**config.mk**
```make
export PLATFORM = sky130hd
export DESIGN_NAME = vector_lsu
export DESIGN_NICKNAME = d
export VERILOG_FILES = /design/src/rtl/vector_lsu.sv
export SDC_FILE = /design/constraint.sdc
export NUM_CORES = 1
export LEC_CHECK = 0
export CORE_MARGIN = 4
export CORE_UTILIZATION = 55
export CTS_BUF_LIST = sky130_fd_sc_hd__clkbuf_4
export DETAILED_ROUTE_END_ITERATION = 10
export GPL_TIMING_DRIVEN = 0
export PLACE_DENSITY_LB_ADDON = 0.15
export SLEW_MARGIN = 20
export SYNTH_ARGS = -nofsm -noshare
export SYNTH_HDL_FRONTEND = slang
export SYNTH_SLANG_ARGS = --single-unit
```
**constraint.sdc**
```tcl
create_clock -name clk -period 7.4 [get_ports clk]
set_input_delay 1.48 -clock clk [delete_from_list [all_inputs] [get_ports clk]]
set_output_delay 1.48 -clock clk [all_outputs]
set_load 0.01 [all_outputs]
```
**src/rtl/vector_lsu.sv**
```systemverilog
// ============================================================================
// Module  : vector_lsu
// Purpose : Vector load/store sequencer; splits a vector access into
//           unit-stride 32-bit memory transactions, one outstanding at a time.
// Rev     : 1.0  initial release
// ============================================================================
`default_nettype none

module vector_lsu #(
  parameter int VLEN_WORDS = 4,
  parameter int ADDR_W     = 32
) (
  input  logic                      clk,
  input  logic                      reset,
  input  logic                      start_i,
  input  logic                      is_load_i,
  input  logic                      is_store_i,
  input  logic [ADDR_W-1:0]         base_addr_i,
  input  logic [32*VLEN_WORDS-1:0]  vs_data_i,
  output logic                      busy_o,
  output logic                      done_o,
  output logic                      err_o,
  output logic                      data_req_o,
  output logic [ADDR_W-1:0]         data_addr_o,
  output logic                      data_wr_o,
  output logic [31:0]               data_wdata_o,
  input  logic                      data_gnt_i,
  input  logic                      data_rvalid_i,
  input  logic [31:0]               data_rdata_i,
  output logic                      vrf_wr_en_o,
  output logic [32*VLEN_WORDS-1:0]  vrf_wr_data_o
);

  localparam int                 IDX_W    = $clog2(VLEN_WORDS);
  localparam logic [IDX_W-1:0]   LAST_IDX = IDX_W'(VLEN_WORDS - 1);

  typedef enum logic [1:0] {
    IDLE = 2'd0,
    REQ  = 2'd1,
    WAIT = 2'd2,
    DONE = 2'd3
  } state_t;

  state_t                         r_state;
  state_t                         w_state_next;
  logic [IDX_W-1:0]               r_idx;
  logic                           r_is_store;
  logic [ADDR_W-1:0]              r_base;
  logic [VLEN_WORDS-1:0][31:0]    r_vs_data;
  logic [VLEN_WORDS-1:0][31:0]    r_buf;
  logic [VLEN_WORDS-1:0][31:0]    r_vrf_data;
  logic [VLEN_WORDS-1:0][31:0]    w_buf_next;
  logic                           r_err;
  logic                           w_legal;
  logic                           w_last;

  assign w_legal       = (is_load_i ^ is_store_i) && (base_addr_i[1:0] == 2'b00);
  assign w_last        = (r_idx == LAST_IDX);
  assign err_o         = r_err;
  assign vrf_wr_data_o = r_vrf_data;

  always_ff @(posedge clk) begin
    if (reset) r_state <= IDLE;
    else       r_state <= w_state_next;
  end

  always_comb begin
    w_state_next        = r_state;
    busy_o              = 1'b0;
    done_o              = 1'b0;
    data_req_o          = 1'b0;
    data_addr_o         = '0;
    data_wr_o           = 1'b0;
    data_wdata_o        = '0;
    vrf_wr_en_o         = 1'b0;
    w_buf_next          = r_buf;
    w_buf_next[r_idx]   = data_rdata_i;
    case (r_state)
      IDLE: begin
        if (start_i && w_legal) w_state_next = REQ;
      end
      REQ: begin
        busy_o       = 1'b1;
        data_req_o   = 1'b1;
        // Address arithmetic wraps silently at 2^ADDR_W.
        data_addr_o  = r_base + (ADDR_W'(r_idx) << 2);
        data_wr_o    = r_is_store;
        data_wdata_o = r_vs_data[r_idx];
        if (data_gnt_i) begin
          if (!r_is_store)  w_state_next = WAIT;
          else if (w_last)  w_state_next = DONE;
        end
      end
      WAIT: begin
        busy_o = 1'b1;
        if (data_rvalid_i) w_state_next = w_last ? DONE : REQ;
      end
      DONE: begin
        busy_o       = 1'b1;
        done_o       = 1'b1;
        vrf_wr_en_o  = !r_is_store;
        w_state_next = IDLE;
      end
      default: w_state_next = IDLE;
    endcase
  end

  always_ff @(posedge clk) begin
    if (reset) begin
      r_idx      <= '0;
      r_is_store <= 1'b0;
      r_base     <= '0;
      r_vs_data  <= '0;
      r_buf      <= '0;
      r_vrf_data <= '0;
      r_err      <= 1'b0;
    end else begin
      r_err <= 1'b0;
      case (r_state)
        IDLE: begin
          if (start_i) begin
            r_is_store <= is_store_i;
            r_base     <= base_addr_i;
            r_vs_data  <= vs_data_i;
            r_idx      <= '0;
            r_err      <= !w_legal;
          end
        end
        REQ: begin
          if (data_gnt_i && r_is_store && !w_last) r_idx <= r_idx + 1'b1;
        end
        WAIT: begin
          if (data_rvalid_i) begin
            r_buf <= w_buf_next;
            // Publish the vector only once the final element has landed.
            if (w_last) r_vrf_data <= w_buf_next;
            else        r_idx      <= r_idx + 1'b1;
          end
        end
        default: ;
      endcase
    end
  end

endmodule

`default_nettype wire

```
-- Word level (Yosys, flattened, before mapping)
Index checks and enable logic that the tools add are counted.
- register bits after elaboration: 422
- word-level logic and storage cells: 77
- $add $sub $neg: 2
- reduce and logical (&&, ||, !) cells: 18
- bitwise operators: 3
- eq/ne operators: 11
- mux-type cells: 24
- order comparisons: 2
- operators with widths (cell ; count):
    $bwmux 128 ; 1
    $mux 32 ; 4
    $bmux 32 s2 ; 1
    $demux 32 s2 ; 1
    $add 32x4->32 ; 1
    $mux 2 ; 10
    $ne 2x2->1 const B ; 6
    $pmux 2 s4 ; 1
    $eq 2x2->1 const B ; 3
    $pmux 2 s3 ; 1
    $reduce_or 3->1 ; 2
    $logic_and 1x1->1 ; 5
    $mux 1 ; 5
    $reduce_and 5->1 ; 1
    $logic_not 2->1 ; 2
    $reduce_and 2->1 ; 2
    $reduce_and 4->1 ; 1
    $logic_not 1->1 ; 3
    $lt 2x3->1 const B ; 1
    $ne 3x3->1 const B ; 1
    $reduce_and 3->1 ; 1
    $reduce_bool 3->1 ; 1
    $add 2x1->2 const B ; 1
    $eq 2x1->1 const B ; 1
    3 further kinds ; 4

-- Depth between registers and ports, before layout
Gate-level depths: netlist of run 1.
- depth after elaboration: 5
- gate-level depth with buffers: 10
- gate-level depth less buffers: 6

-- Worst setup path after synthesis of run 1
No wires, ideal clock.
- path kind: flip-flop to output port
- start point: reg r_base[11]
- end point: out data_addr_o[29]
- stages on the path, launching flop included: 7
- buffers on the path: 2
- setup slack: 3915 ps
- arrival: 2005 ps
- required time: 5920 ps
- path through: dfxtp_1 > nand4_4 > or4_4 > buf_6 > buf_6 > or4_1 > a21oi_1
- longest elaborated chain between the ends: 2
- ends and longest elaborated chain (what ; line ; RTL):
    start: declaration ; 48 ; logic [ADDR_W-1:0] r_base;
    start signal: assignment ; 123 ; r_base <= base_addr_i;
    $add 32x4->32 ; 86 ; data_addr_o = r_base + (ADDR_W'(r_idx) << 2);
    $mux 32 ; 78 ; case (r_state)
    end: declaration ; 24 ; output logic [ADDR_W-1:0] data_addr_o,
Every way passes these cells.

-- Worst setup path in the final report of run 1
- start point: reg r_idx[1]
- end point: out data_wdata_o[30]
- longest elaborated chain between the ends: 3
- ends and longest elaborated chain (what ; line ; RTL):
    start: declaration ; 46 ; logic [IDX_W-1:0] r_idx;
    start signal: assignment ; 130 ; if (data_gnt_i && r_is_store && !w_last) r_idx <= r_idx + 1'b1;
    start signal: assignment ; 137 ; else r_idx <= r_idx + 1'b1;
    $bmux 32 s2 ; 88 ; data_wdata_o = r_vs_data[r_idx];
    $mux 32 (implied by the code) ; 88 ;
    $mux 32 ; 78 ;
    end: declaration ; 26 ; output logic [31:0] data_wdata_o,
Every way passes these cells. The select of a mux whose other input is x is not followed.

==> impl_table.tex, run 1 <==
\begin{tabular}{lr}
\hline
Metric & Value \\
\hline
\multicolumn{2}{l}{\textbf{Outcome}} \\
Status & complete, no violations \\
\multicolumn{2}{l}{\textbf{Yosys}} \\
Portion of the post-synthesis area used by sequential elements & 0.4827 \\
Largest cells by area after synthesis & sky130\_fd\_sc\_hd\_\_dfxtp\_1 48\%, sky130\_fd\_sc\_hd\_\_nand2\_1 14\%, sky130\_fd\_sc\_hd\_\_a21oi\_1 9.6\% \\
Area share of the leading cell type in the synthesized netlist & 0.4827 \\
Number of flip-flops and latches in the synthesized netlist & about 400 \\
Synthesized area & 0.01617 sq mm \\
Syn\_area\_per\_cell & 8.302 sq um \\
Count of unique library cells instantiated by Yosys & 38 \\
Number of enable flip-flop cells after synthesis & 0 \\
Cell count after synthesis & 1948 \\
Most instantiated flip-flop cell in the synthesis netlist & sky130\_fd\_sc\_hd\_\_dfxtp\_1 \\
Post-synth ARST share & 0 \\
Number of nets in the synthesized netlist & around 2200 \\
Dominant cell type by area after synthesis & sky130\_fd\_sc\_hd\_\_dfxtp\_1 \\
Warning count from the yosys run & 0 \\
\multicolumn{2}{l}{\textbf{Drt}} \\
DRC violation count after routing & 0 \\
Wire per inst & 19.25 microns \\
Post-route antenna net violation count & 0 \\
Mean number of vias per cell & 5.555 \\
Total wire length & $\sim$56000 microns \\
First-pass DRT Iterations & 7 \\
Routed via count & 16190 \\
Number of design-rule violations left by the first detailed-router iteration & 1158 \\
\multicolumn{2}{l}{\textbf{Floorplan}} \\
Core Region & about 0.029 sq mm \\
Number of standard-cell rows in the floorplan & between 60 and 70 \\
Vert. Die Dim & 179.5 microns \\
Starting density of the core & 0.5604 \\
I/O pin count & 397 \\
Die ar. & 0.03221 sq mm \\
Die extent in x & around 180 microns \\
\multicolumn{2}{l}{\textbf{Layout}} \\
Final non-filler cell total & 2914 \\
Area occupied by multi-input gates & a little under 0.008 sq mm \\
Synth-to-Final Area Change & 35.68\% \\
\# nets final & 2656 \\
Post-Layout Inst Area & 0.02194 sq mm \\
Leading cell type in the layout, fill and taps excluded & sky130\_fd\_sc\_hd\_\_nand2\_1 \\
Fraction of layout instances using a drive strength above 1 & 0.07653 \\
Highest-count cells in the layout ignoring fill and taps & 590 x sky130\_fd\_sc\_hd\_\_nand2\_1, 394 x sky130\_fd\_sc\_hd\_\_clkdlybuf4s50\_1, 390 x sky130\_fd\_sc\_hd\_\_dfxtp\_1 \\
Count of fill cells added during filler insertion & between 2000 and 2500 \\
Combined flip-flop and latch cell area & 0.007807 sq mm \\
\multicolumn{2}{l}{\textbf{GRT}} \\
Number of global-route vias before repair & 16290 \\
Largest net degree at the start of global routing & 15 \\
First-pass GRT wire length & 86620 microns \\
Aggregate global-route resource usage & 0.3302 \\
Antenna violations before repair & 12 \\
Sum of overflow across all layers after global routing & 0 \\
\multicolumn{2}{l}{\textbf{Placement}} \\
Number of placed instances with taps included & 2726 \\
Area post-placement & 0.02060 sq mm \\
Routability congestion estimate from global placement & around 0.9 \\
Number of buffers added on ports & 394 \\
Setup slack at placement & 3.035 ns \\
HPWL reported at the end of detailed placement & 41930 microns \\
\multicolumn{2}{l}{\textbf{Worst setup path}} \\
Slowest CP cell & sky130\_fd\_sc\_hd\_\_buf\_1 \\
Worst Path Class, Setup & flop to output pin \\
Critical Path Start Type & flop \\
Slowest stage delay, CP & 0.66 ns \\
Worst Path Max Fanout & 10 \\
Arrival time of the worst setup path & 3.52 ns \\
Sequence of cells on the critical path & clkbuf\_1 -> buf\_1 -> mux4\_2 -> and2\_1 -> clkdlybuf4s50\_1 \\
R2r setup slk & a little under 4 ns \\
Required time at the worst-slack endpoint & 5.92 ns \\
Worst reg2reg endpoint & r\_buf[56] \\
Count of cells along the worst register-to-register path & 9 \\
Kind of end point of the critical path & output pin \\
Beginning of the worst register-to-register path & r\_idx[1] \\
\multicolumn{2}{l}{\textbf{Timing}} \\
Endpoints failing setup & 0 \\
Portion of the clock cycle consumed by the worst path in the final layout & 0.6754 \\
Setup TNS & 0 ns \\
Max-slew headroom at the worst pin & 0.3427 \\
Final worst slack & 2.402 ns \\
Setup repair after global routing missed its margin & false \\
Final critical path time including I/O delays and setup & 4.998 ns \\
Max-slew violation total from the final report & 0 \\
Top achievable clock speed & 0.2001 GHz \\
Max Clock Skew & 0.06147 ns \\
Tightest Pin Transition & 0.9823 ns \\
Number of hold-slack violations in the final timing report & 0 \\
\multicolumn{2}{l}{\textbf{Clock network}} \\
Register clock-pin slew on the reported worst setup and hold paths & 0.06 ns \\
TritonCTS buffer count & around 100 \\
\# clock sinks & 390 \\
Buffers inserted by post-CTS timing repair & 0 \\
TritonCTS clock tree & done \\
Level count of the clock H-tree & 3 \\
Resized Gates After CTS & 0 \\
Buffer depth of the longest clock path & 3 \\
Number of hold buffers added after cts & 0 \\
Clock tree root driver cell & sky130\_fd\_sc\_hd\_\_clkbuf\_4 \\
Clock latency on the worst-skew pair & roughly 0.73 ns \\
\multicolumn{2}{l}{\textbf{Flow run}} \\
Max-capacitance violation count & 0 \\
\multicolumn{2}{l}{\textbf{Hold path}} \\
Hold path cells & 2 \\
Endpoint with the worst hold slack & r\_base[0] \\
Worst hold-check path type & flop to flop \\
Hold\_sp & r\_base[0] \\
\multicolumn{2}{l}{\textbf{Pwr}} \\
Pwr dens & 238.1 mW/mm\^{}2 \\
Leakage Power & roughly 7.6 nW \\
Max rail drop VDD & 145.0 uV \\
\hline
\end{tabular}
==> registers in the layout (all words and copies together) (netlist names) <==
| name | flops |
|---|---|
| err_o | 1 |
| r_idx | 2 |
| r_state | 2 |
| r_is_store | 1 |
| r_vs_data | 128 |
| r_buf | 96 |
| vrf_wr_data_o | 128 |
| r_base | 32 |
==> kinds of logic (layout without fill, tap and decap cells) <==
group,after synthesis,in the layout,synth area share
simple gates,798,798,0.2023
xor+xnor,11,11,0.005957
compound gates,434,434,0.1532
buf+inv,174,748,0.04147
mux,129,129,0.1046
flops,390,390,0.4827
fa+ha+maj,12,12,0.009748
other cells,0,8,0
==> critical path, delay by kind of cell, from the launching register on <==
family | cells | cell delay [ns]
buffers and inverters | 3 | 1.57
multiplexers | 1 | 0.58
flip-flops | 1 | 0.48
AND/OR/NAND/NOR | 1 | 0.19
==> layout make-up <==
type	instances	share of cell area
flip-flops and latches	390	0.3558
multi-input cells	1384	0.3507
repair buffers	394	0.1797
clock buffers	150	0.05132
plain buffers	163	0.02868
well taps	384	0.02190
clock inverters	30	0.009123
inverters	11	0.001882
diodes	8	0.0009123
==> stage by stage <==
stage,power [mW],hold WS [ns],util
2_1_floorplan,2.917,0.4317,-
3_3_place_gp,3.314,0.4389,0.7138
3_5_place_dp,3.344,0.4458,0.7138
4_1_cts,5.225,0.4540,0.7597
5_1_grt,5.436,0.4726,0.7602
6_report,5.224,0.4512,0.7604
==> worst max path at each step <==
stage               start                to  slack [ns]
6_report         r_idx[1]  data_wdata_o[30]        2.40
5_1_grt          r_idx[1]  data_wdata_o[27]        2.17
4_1_cts          r_idx[1]  data_wdata_o[26]        2.29
3_5_place_dp     r_idx[1]  data_wdata_o[26]        3.03
3_3_place_gp     r_idx[1]  data_wdata_o[27]        3.10
2_1_floorplan  r_base[11]   data_addr_o[29]        3.92
==> cell usage after synthesis, types with 8 or more instances <==
master	n
sky130_fd_sc_hd__nor2_1	107
sky130_fd_sc_hd__xor2_1	8
sky130_fd_sc_hd__and2_1	39
sky130_fd_sc_hd__nand3_1	13
sky130_fd_sc_hd__nand2_1	590
sky130_fd_sc_hd__clkbuf_1	147
sky130_fd_sc_hd__inv_1	11
sky130_fd_sc_hd__or4_1	13
sky130_fd_sc_hd__o31ai_1	13
sky130_fd_sc_hd__a21oi_1	309
sky130_fd_sc_hd__mux4_2	32
sky130_fd_sc_hd__dfxtp_1	390
sky130_fd_sc_hd__nand4_1	11
sky130_fd_sc_hd__buf_1	12
sky130_fd_sc_hd__mux2i_1	97
sky130_fd_sc_hd__a211oi_1	96
sky130_fd_sc_hd__ha_1	11
==> routing by layer <==
layer	wire, microns	vias up	global-route usage
met4	2388	10	0.1625
met2	26960	752	0.5584
met1	21160	7597	0.3749
met3	5528	150	0.1110
li1	-	7678	-
met5	68	-	0
==> power breakdown <==
part	total (mW)	internal, mW	switching (mW)
clock network	1.91	1.03	0.878
logic	0.999	0.405	0.594
registers	2.32	2.23	0.0883
No activity file was read; power rests on OpenSTA's default activity.
==> run 2: changes to the inputs <==
CORE_UTILIZATION = 51   (was 55)
clock period = 5.1 ns   (was 7.4 ns; I/O delays follow)
==> run 2 against run 1 <==
- non-clock buffer count did not move
- critical path type unchanged
- highest routed layer unchanged
- wire length rose by 0.49%
- power rose by 43%
- via count fell by 0.82%
==> impl_table.tex, run 2 (synthesized netlist as in run 1, its figures left out) <==
\begin{tabular}{lr}
\hline
Metric & Value \\
\hline
\multicolumn{2}{l}{\textbf{Outcome}} \\
Status & complete, no violations \\
\multicolumn{2}{l}{\textbf{GRT}} \\
Antenna violations before repair & 5 (-7) \\
First-pass GRT wire length & 85160 microns (-1.7\%) \\
Aggregate global-route resource usage & 0.3126 (-0.01752) \\
Largest net degree at the start of global routing & 16 (+1) \\
Number of global-route vias before repair & 15930 (-2.2\%) \\
Sum of overflow across all layers after global routing & 0 (unchanged) \\
\multicolumn{2}{l}{\textbf{Pwr}} \\
Leakage Power & 7.553 nW (-0.35\%) \\
Pwr dens & 340.4 mW/mm\^{}2 (+43\%) \\
Max rail drop VDD & 177.6 uV (+22\%) \\
\multicolumn{2}{l}{\textbf{Layout}} \\
\# nets final & 2657 (+0.038\%) \\
Leading cell type in the layout, fill and taps excluded & sky130\_fd\_sc\_hd\_\_nand2\_1 \\
Highest-count cells in the layout ignoring fill and taps & 590 x sky130\_fd\_sc\_hd\_\_nand2\_1, 394 x sky130\_fd\_sc\_hd\_\_clkdlybuf4s50\_1, 390 x sky130\_fd\_sc\_hd\_\_dfxtp\_1 \\
Fraction of layout instances using a drive strength above 1 & 0.07808 (+0.001555) \\
Area occupied by multi-input gates & 0.007695 sq mm (unchanged) \\
Count of fill cells added during filler insertion & 2543 (+16\%) \\
Combined flip-flop and latch cell area & 0.007807 sq mm (unchanged) \\
Synth-to-Final Area Change & 35.32\% \\
\multicolumn{2}{l}{\textbf{Worst setup path}} \\
R2r setup slk & 1.70 ns (-2.20 ns) \\
Count of cells along the worst register-to-register path & 9 (unchanged) \\
Slowest CP cell & sky130\_fd\_sc\_hd\_\_buf\_1 \\
Slowest stage delay, CP & 0.67 ns (about the same) \\
Critical path depth in cells & 5 (unchanged) \\
Worst reg2reg endpoint & r\_buf[49] \\
Beginning of the worst register-to-register path & r\_idx[1] \\
WP buf/inv & 3 (unchanged) \\
Required time at the worst-slack endpoint & 4.08 ns (-1.84 ns) \\
Crit path max-delay family & buffers and inverters \\
Kind of end point of the critical path & output pin \\
Start point of the critical path & r\_idx[1] \\
Sequence of cells on the critical path & clkbuf\_1 -> buf\_1 -> mux4\_2 -> and2\_1 -> clkdlybuf4s50\_1 \\
Worst Path Class, Setup & flop to output pin \\
Critical Path Start Type & flop \\
Arrival time of the worst setup path & 3.57 ns (+0.05 ns) \\
Worst Path Max Fanout & 10 (unchanged) \\
\multicolumn{2}{l}{\textbf{Floorplan}} \\
I/O pin count & 397 (unchanged) \\
Starting density of the core & 0.5232 (-0.03721) \\
Die extent in x & 186.1 microns (+3.7\%) \\
Number of standard-cell rows in the floorplan & 64 (+3.2\%) \\
Die ar. & 0.03463 sq mm (+7.5\%) \\
Core Region & 0.03091 sq mm (+7.1\%) \\
Vert. Die Dim & 186.1 microns (+3.7\%) \\
\multicolumn{2}{l}{\textbf{Hold path}} \\
Worst hold-check path type & flop to flop \\
Endpoint with the worst hold slack & r\_buf[70] \\
Hold\_sp & r\_buf[70] \\
Hold path cells & 2 (unchanged) \\
\multicolumn{2}{l}{\textbf{Drt}} \\
Wire per inst & 19.30 microns (+0.25\%) \\
Number of design-rule violations left by the first detailed-router iteration & 904 (-22\%) \\
Mean number of vias per cell & 5.496 (-1.1\%) \\
Post-route antenna net violation count & 0 (unchanged) \\
Total wire length & 56380 microns (+0.49\%) \\
Routed via count & 16060 (-0.82\%) \\
DRC violation count after routing & 0 (unchanged) \\
First-pass DRT Iterations & 5 (-2) \\
\multicolumn{2}{l}{\textbf{Clock network}} \\
Level count of the clock H-tree & 3 (unchanged) \\
Buffer depth of the longest clock path & 3 (unchanged) \\
TritonCTS buffer count & 102 (+0.99\%) \\
Register clock-pin slew on the reported worst setup and hold paths & 0.06 ns (about the same) \\
Resized Gates After CTS & 0 (unchanged) \\
TritonCTS clock tree & done \\
Buffers inserted by post-CTS timing repair & 0 (unchanged) \\
Number of hold buffers added after cts & 0 (unchanged) \\
Clock tree root driver cell & sky130\_fd\_sc\_hd\_\_clkbuf\_4 \\
\# clock sinks & 390 (unchanged) \\
Clock latency on the worst-skew pair & 0.76 ns (+0.03 ns) \\
\multicolumn{2}{l}{\textbf{Timing}} \\
Setup TNS & 0 ns (unchanged) \\
Endpoints failing setup & 0 (unchanged) \\
Number of hold-slack violations in the final timing report & 0 (unchanged) \\
Setup repair after global routing missed its margin & false \\
Max Clock Skew & 0.08658 ns (+0.02512 ns) \\
Final critical path time including I/O delays and setup & between 4 and 5 ns \\
Max-slew headroom at the worst pin & 0.4033 (+0.06057) \\
Final worst slack & 0.5051 ns (-1.897 ns) \\
Max-slew violation total from the final report & 0 (unchanged) \\
Tightest Pin Transition & 0.8950 ns (-0.08723 ns) \\
Top achievable clock speed & 0.2176 GHz \\
Portion of the clock cycle consumed by the worst path in the final layout & 0.9010 \\
\multicolumn{2}{l}{\textbf{Placement}} \\
Setup slack at placement & 1.168 ns (-1.867 ns) \\
HPWL reported at the end of detailed placement & 42090 microns (+0.36\%) \\
Number of buffers added on ports & 394 (unchanged) \\
Routability congestion estimate from global placement & 0.8895 (-3.8\%) \\
\multicolumn{2}{l}{\textbf{Flow run}} \\
Max-capacitance violation count & 0 (unchanged) \\
\hline
\end{tabular}
==> run 2: cell count changes in the layout (fill, tap and decap cells not counted) <==
cell and delta:
sky130_fd_sc_hd__clkinv_2 +3, sky130_fd_sc_hd__clkinv_4 +1, sky130_fd_sc_hd__bufinv_16 -3, sky130_fd_sc_hd__inv_2 +1, sky130_fd_sc_hd__clkinvlp_4 +2, sky130_fd_sc_hd__clkinv_1 -3
sky130_fd_sc_hd__diode_2 -6
==> run 2: worst min-delay path, delay by kind of cell (launching register included) <==
family | cells | cell delay [ns]
compound gates | 1 | 0.05
flops | 1 | 0.31
simple gates | 1 | 0.05
==> run 2: area by class of cell <==
type / instances / area share
Buffer: 163 / 0.02876
Tap cell: 396 / 0.02264
Clock inverter: 31 / 0.006460
Sequential cell: 390 / 0.3568
Inverter: 11 / 0.001887
Antenna cell: 2 / 0.0002287
Timing Repair Buffer: 394 / 0.1802
Clock buffer: 150 / 0.05146
Multi-Input combinational cell: 1384 / 0.3516
==> run 2: metal layers <==
layer / GRT usage / up-vias / part of all wire
met5: 0 / - / 0.00062
met4: 0.1405 / 6 / 0.040
met3: 0.08775 / 159 / 0.093
met2: 0.5405 / 718 / 0.49
met1: 0.3609 / 7497 / 0.38
li1: - / 7675 / -
==> run 2: through the flow <==
| stage | hold WS [ns] | total power [mW] | instances | area, sq um | util |
|---|---|---|---|---|---|
| detailed placement | 0.4451 | 4.858 | 2738 | 20610 | 0.6669 |
| global route | 0.4686 | 7.795 | 2921 | 21880 | 0.7080 |
| floorplan | 0.4317 | 4.232 | 1948 | 16170 | - |
| finish | 0.4521 | 7.450 | 2921 | 21880 | 0.7080 |
| global placement | 0.4388 | 4.819 | 2738 | 20610 | 0.6669 |
| CTS | 0.4533 | 7.476 | 2919 | 21880 | 0.7079 |
==> run 2: worst max-delay path by stage <==
| stage | endpoint | slack [ns] |
|---|---|---|
| 6_report | data_wdata_o[27] | 0.51 |
| 5_1_grt | data_wdata_o[27] | 0.28 |
| 4_1_cts | data_wdata_o[26] | 0.42 |
| 3_5_place_dp | data_wdata_o[27] | 1.17 |
| 3_3_place_gp | data_wdata_o[26] | 1.19 |
| 2_1_floorplan | data_addr_o[29] | 2.08 |
==> run 2: power breakdown <==
part / internal (mW) / switching [mW] / total, mW
sequential: 3.23 / 0.126 / 3.36
clock: 1.35 / 1.29 / 2.64
combinational: 0.587 / 0.864 / 1.45
total: 5.17 / 2.28 / 7.45
==> run 3: changes to the inputs <==
CORE_MARGIN = 10   (was 4)
==> run 3 against run 2 <==
- global-route usage decreased by 1.9 points
- worst hold slack improved by 0.0025 ns
- largest power group unchanged
- register-to-register slack improved by 0.04 ns
- flip-flop and latch count stayed put
- clock skew decreased by 0.017 ns
==> impl_table.tex, run 3 (synthesized netlist as in run 1, its figures left out) <==
\begin{tabular}{lr}
\hline
Metric & Value \\
\hline
\multicolumn{2}{l}{\textbf{Hold path}} \\
Worst hold-check path type & flop to flop \\
\multicolumn{2}{l}{\textbf{Timing}} \\
Setup TNS & 0 ns (unchanged) \\
Setup repair after global routing missed its margin & false \\
Portion of the clock cycle consumed by the worst path in the final layout & 0.9092 (+0.008258) \\
Max Clock Skew & 0.06987 ns (-0.01672 ns) \\
Fin Hold WS & 0.4546 ns (+0.002488 ns) \\
Max-slew headroom at the worst pin & 0.4009 (-0.002443) \\
Max-slew violation total from the final report & 0 (unchanged) \\
Top achievable clock speed & 0.2157 GHz (-0.91\%) \\
Number of hold-slack violations in the final timing report & 0 (unchanged) \\
Final critical path time including I/O delays and setup & 4.637 ns (+0.04212 ns) \\
Tightest Pin Transition & 0.8954 ns (+0.0003575 ns) \\
Endpoints failing setup & 0 (unchanged) \\
\multicolumn{2}{l}{\textbf{Worst setup path}} \\
Kind of end point of the critical path & output pin \\
Arrival time of the worst setup path & 3.62 ns (+0.05 ns) \\
Critical Path Start Type & flop \\
Worst Path Class, Setup & flop to output pin \\
Sequence of cells on the critical path & clkbuf\_1 -> buf\_1 -> mux4\_2 -> and2\_1 -> clkdlybuf4s50\_1 \\
Required time at the worst-slack endpoint & 4.08 ns (about the same) \\
Slowest stage delay, CP & 0.65 ns (-0.02 ns) \\
WP buf/inv & 3 (unchanged) \\
Crit path max-delay family & buffers and inverters \\
Slowest CP cell & sky130\_fd\_sc\_hd\_\_buf\_1 \\
Worst Path Max Fanout & 10 (unchanged) \\
\multicolumn{2}{l}{\textbf{GRT}} \\
First-pass GRT wire length & 90470 microns (+6.2\%) \\
Sum of overflow across all layers after global routing & 0 (unchanged) \\
Antenna violations before repair & 5 (unchanged) \\
Number of global-route vias before repair & 16200 (+1.7\%) \\
Largest net degree at the start of global routing & 17 (+1) \\
Aggregate global-route resource usage & 0.2936 (-0.01901) \\
\multicolumn{2}{l}{\textbf{Drt}} \\
First-pass DRT Iterations & 5 (unchanged) \\
DRC violation count after routing & 0 (unchanged) \\
Number of design-rule violations left by the first detailed-router iteration & 1090 (+21\%) \\
Total wire length & 59300 microns (+5.2\%) \\
Post-route antenna net violation count & 0 (unchanged) \\
Routed via count & 16160 (+0.68\%) \\
Mean number of vias per cell & 5.496 (about the same) \\
Wire per inst & 20.16 microns (+4.5\%) \\
\multicolumn{2}{l}{\textbf{Layout}} \\
\# nets final & 2660 (+0.11\%) \\
Highest-count cells in the layout ignoring fill and taps & 590 x sky130\_fd\_sc\_hd\_\_nand2\_1, 394 x sky130\_fd\_sc\_hd\_\_clkdlybuf4s50\_1, 390 x sky130\_fd\_sc\_hd\_\_dfxtp\_1 \\
Count of fill cells added during filler insertion & 2581 (+1.5\%) \\
Fraction of layout instances using a drive strength above 1 & 0.07926 (+0.001177) \\
Final non-filler cell total & 2941 (+0.68\%) \\
Synth-to-Final Area Change & 35.84\% \\
Final core utilization & 0.6998 (-0.008182) \\
Leading cell type in the layout, fill and taps excluded & sky130\_fd\_sc\_hd\_\_nand2\_1 \\
\multicolumn{2}{l}{\textbf{Floorplan}} \\
Number of standard-cell rows in the floorplan & 65 (+1.6\%) \\
Vert. Die Dim & 198.1 microns (+6.4\%) \\
Core Region & 0.03139 sq mm (+1.6\%) \\
Die extent in x & 198.1 microns (+6.4\%) \\
Starting density of the core & 0.5152 (-0.008050) \\
I/O pin count & 397 (unchanged) \\
Die ar. & 0.03924 sq mm (+13\%) \\
\multicolumn{2}{l}{\textbf{Clock network}} \\
Buffer depth of the longest clock path & 3 (unchanged) \\
TritonCTS clock tree & done \\
TritonCTS buffer count & 105 (+2.9\%) \\
Resized Gates After CTS & 0 (unchanged) \\
Clock latency on the worst-skew pair & 0.77 ns (about the same) \\
Number of hold buffers added after cts & 0 (unchanged) \\
Buffers inserted by post-CTS timing repair & 0 (unchanged) \\
Register clock-pin slew on the reported worst setup and hold paths & 0.06 ns (about the same) \\
Level count of the clock H-tree & 3 (unchanged) \\
Clock tree root driver cell & sky130\_fd\_sc\_hd\_\_clkbuf\_4 \\
\# clock sinks & 390 (unchanged) \\
\multicolumn{2}{l}{\textbf{Outcome}} \\
Status & complete, no violations \\
\multicolumn{2}{l}{\textbf{Pwr}} \\
Pwr dens & 344.4 mW/mm\^{}2 (+1.2\%) \\
Max rail drop VDD & 251.6 uV (+42\%) \\
PnR Total Power & 7.567 mW (+1.6\%) \\
Leakage Power & 7.600 nW (+0.63\%) \\
\multicolumn{2}{l}{\textbf{Placement}} \\
Number of placed instances with taps included & 2744 (+0.22\%) \\
Routability congestion estimate from global placement & 0.8968 (+0.82\%) \\
HPWL reported at the end of detailed placement & 44240 microns (+5.1\%) \\
Number of buffers added on ports & 394 (unchanged) \\
\multicolumn{2}{l}{\textbf{Flow run}} \\
Max-capacitance violation count & 0 (unchanged) \\
\hline
\end{tabular}
## run 3: worst paths after layout
path              slack, ns           from                to  cells past startpoint
setup / recovery       0.46       r_idx[1]  data_wdata_o[28]                      5
hold / removal         0.45  r_vs_data[60]     r_vs_data[60]                      2
setup reg to reg       1.74       r_idx[1]         r_buf[49]                      9
hold reg to reg        0.45  r_vs_data[60]     r_vs_data[60]                      2
## run 3: worst reg2reg max path, stage by stage, from the launching register on
cell,delay (ns)
sky130_fd_sc_hd__dfxtp_1,0.50
sky130_fd_sc_hd__clkbuf_1,0.44
sky130_fd_sc_hd__buf_1,0.66
sky130_fd_sc_hd__inv_1,0.16
sky130_fd_sc_hd__ha_1,0.22
sky130_fd_sc_hd__clkbuf_1,0.26
sky130_fd_sc_hd__nand3_1,0.36
sky130_fd_sc_hd__clkbuf_1,0.45
sky130_fd_sc_hd__nand2_1,0.13
sky130_fd_sc_hd__a21oi_1,0.15
## run 3: layer usage
metal | track usage | share of wire
met4 | 0.1179 | 0.031
met2 | 0.5061 | 0.49
met5 | 0 | 0.00046
met3 | 0.09404 | 0.097
met1 | 0.3294 | 0.38
## run 3: through the flow
step / instance area, sq um / worst slack, ns
finish: 21970 / 0.4630
CTS: 21960 / 0.4062
detailed placement: 20620 / 1.199
global placement: 20620 / 1.207
floorplan: 16170 / 2.075
global route: 21970 / 0.2420
## run 3: power breakdown
part	total [mW]	internal [mW]	switching, mW
clock	2.75	1.41	1.34
sequential	3.36	3.23	0.127
combinational	1.46	0.587	0.868
## run 3: area by class of cell
| type | count | area, sq um | area share |
|---|---|---|---|
| repair buffers | 394 | 3944 | 0.1795 |
| diodes | 3 | 7.507 | 0.0003417 |
| well taps | 402 | 503.0 | 0.02289 |
| flip-flops and latches | 390 | 7807 | 0.3554 |
| clock inverters | 46 | 231.5 | 0.01054 |
| inverters | 11 | 41.29 | 0.001879 |
| plain buffers | 163 | 629.4 | 0.02865 |
| multi-input cells | 1384 | 7695 | 0.3502 |
| clock buffers | 148 | 1111 | 0.05057 |
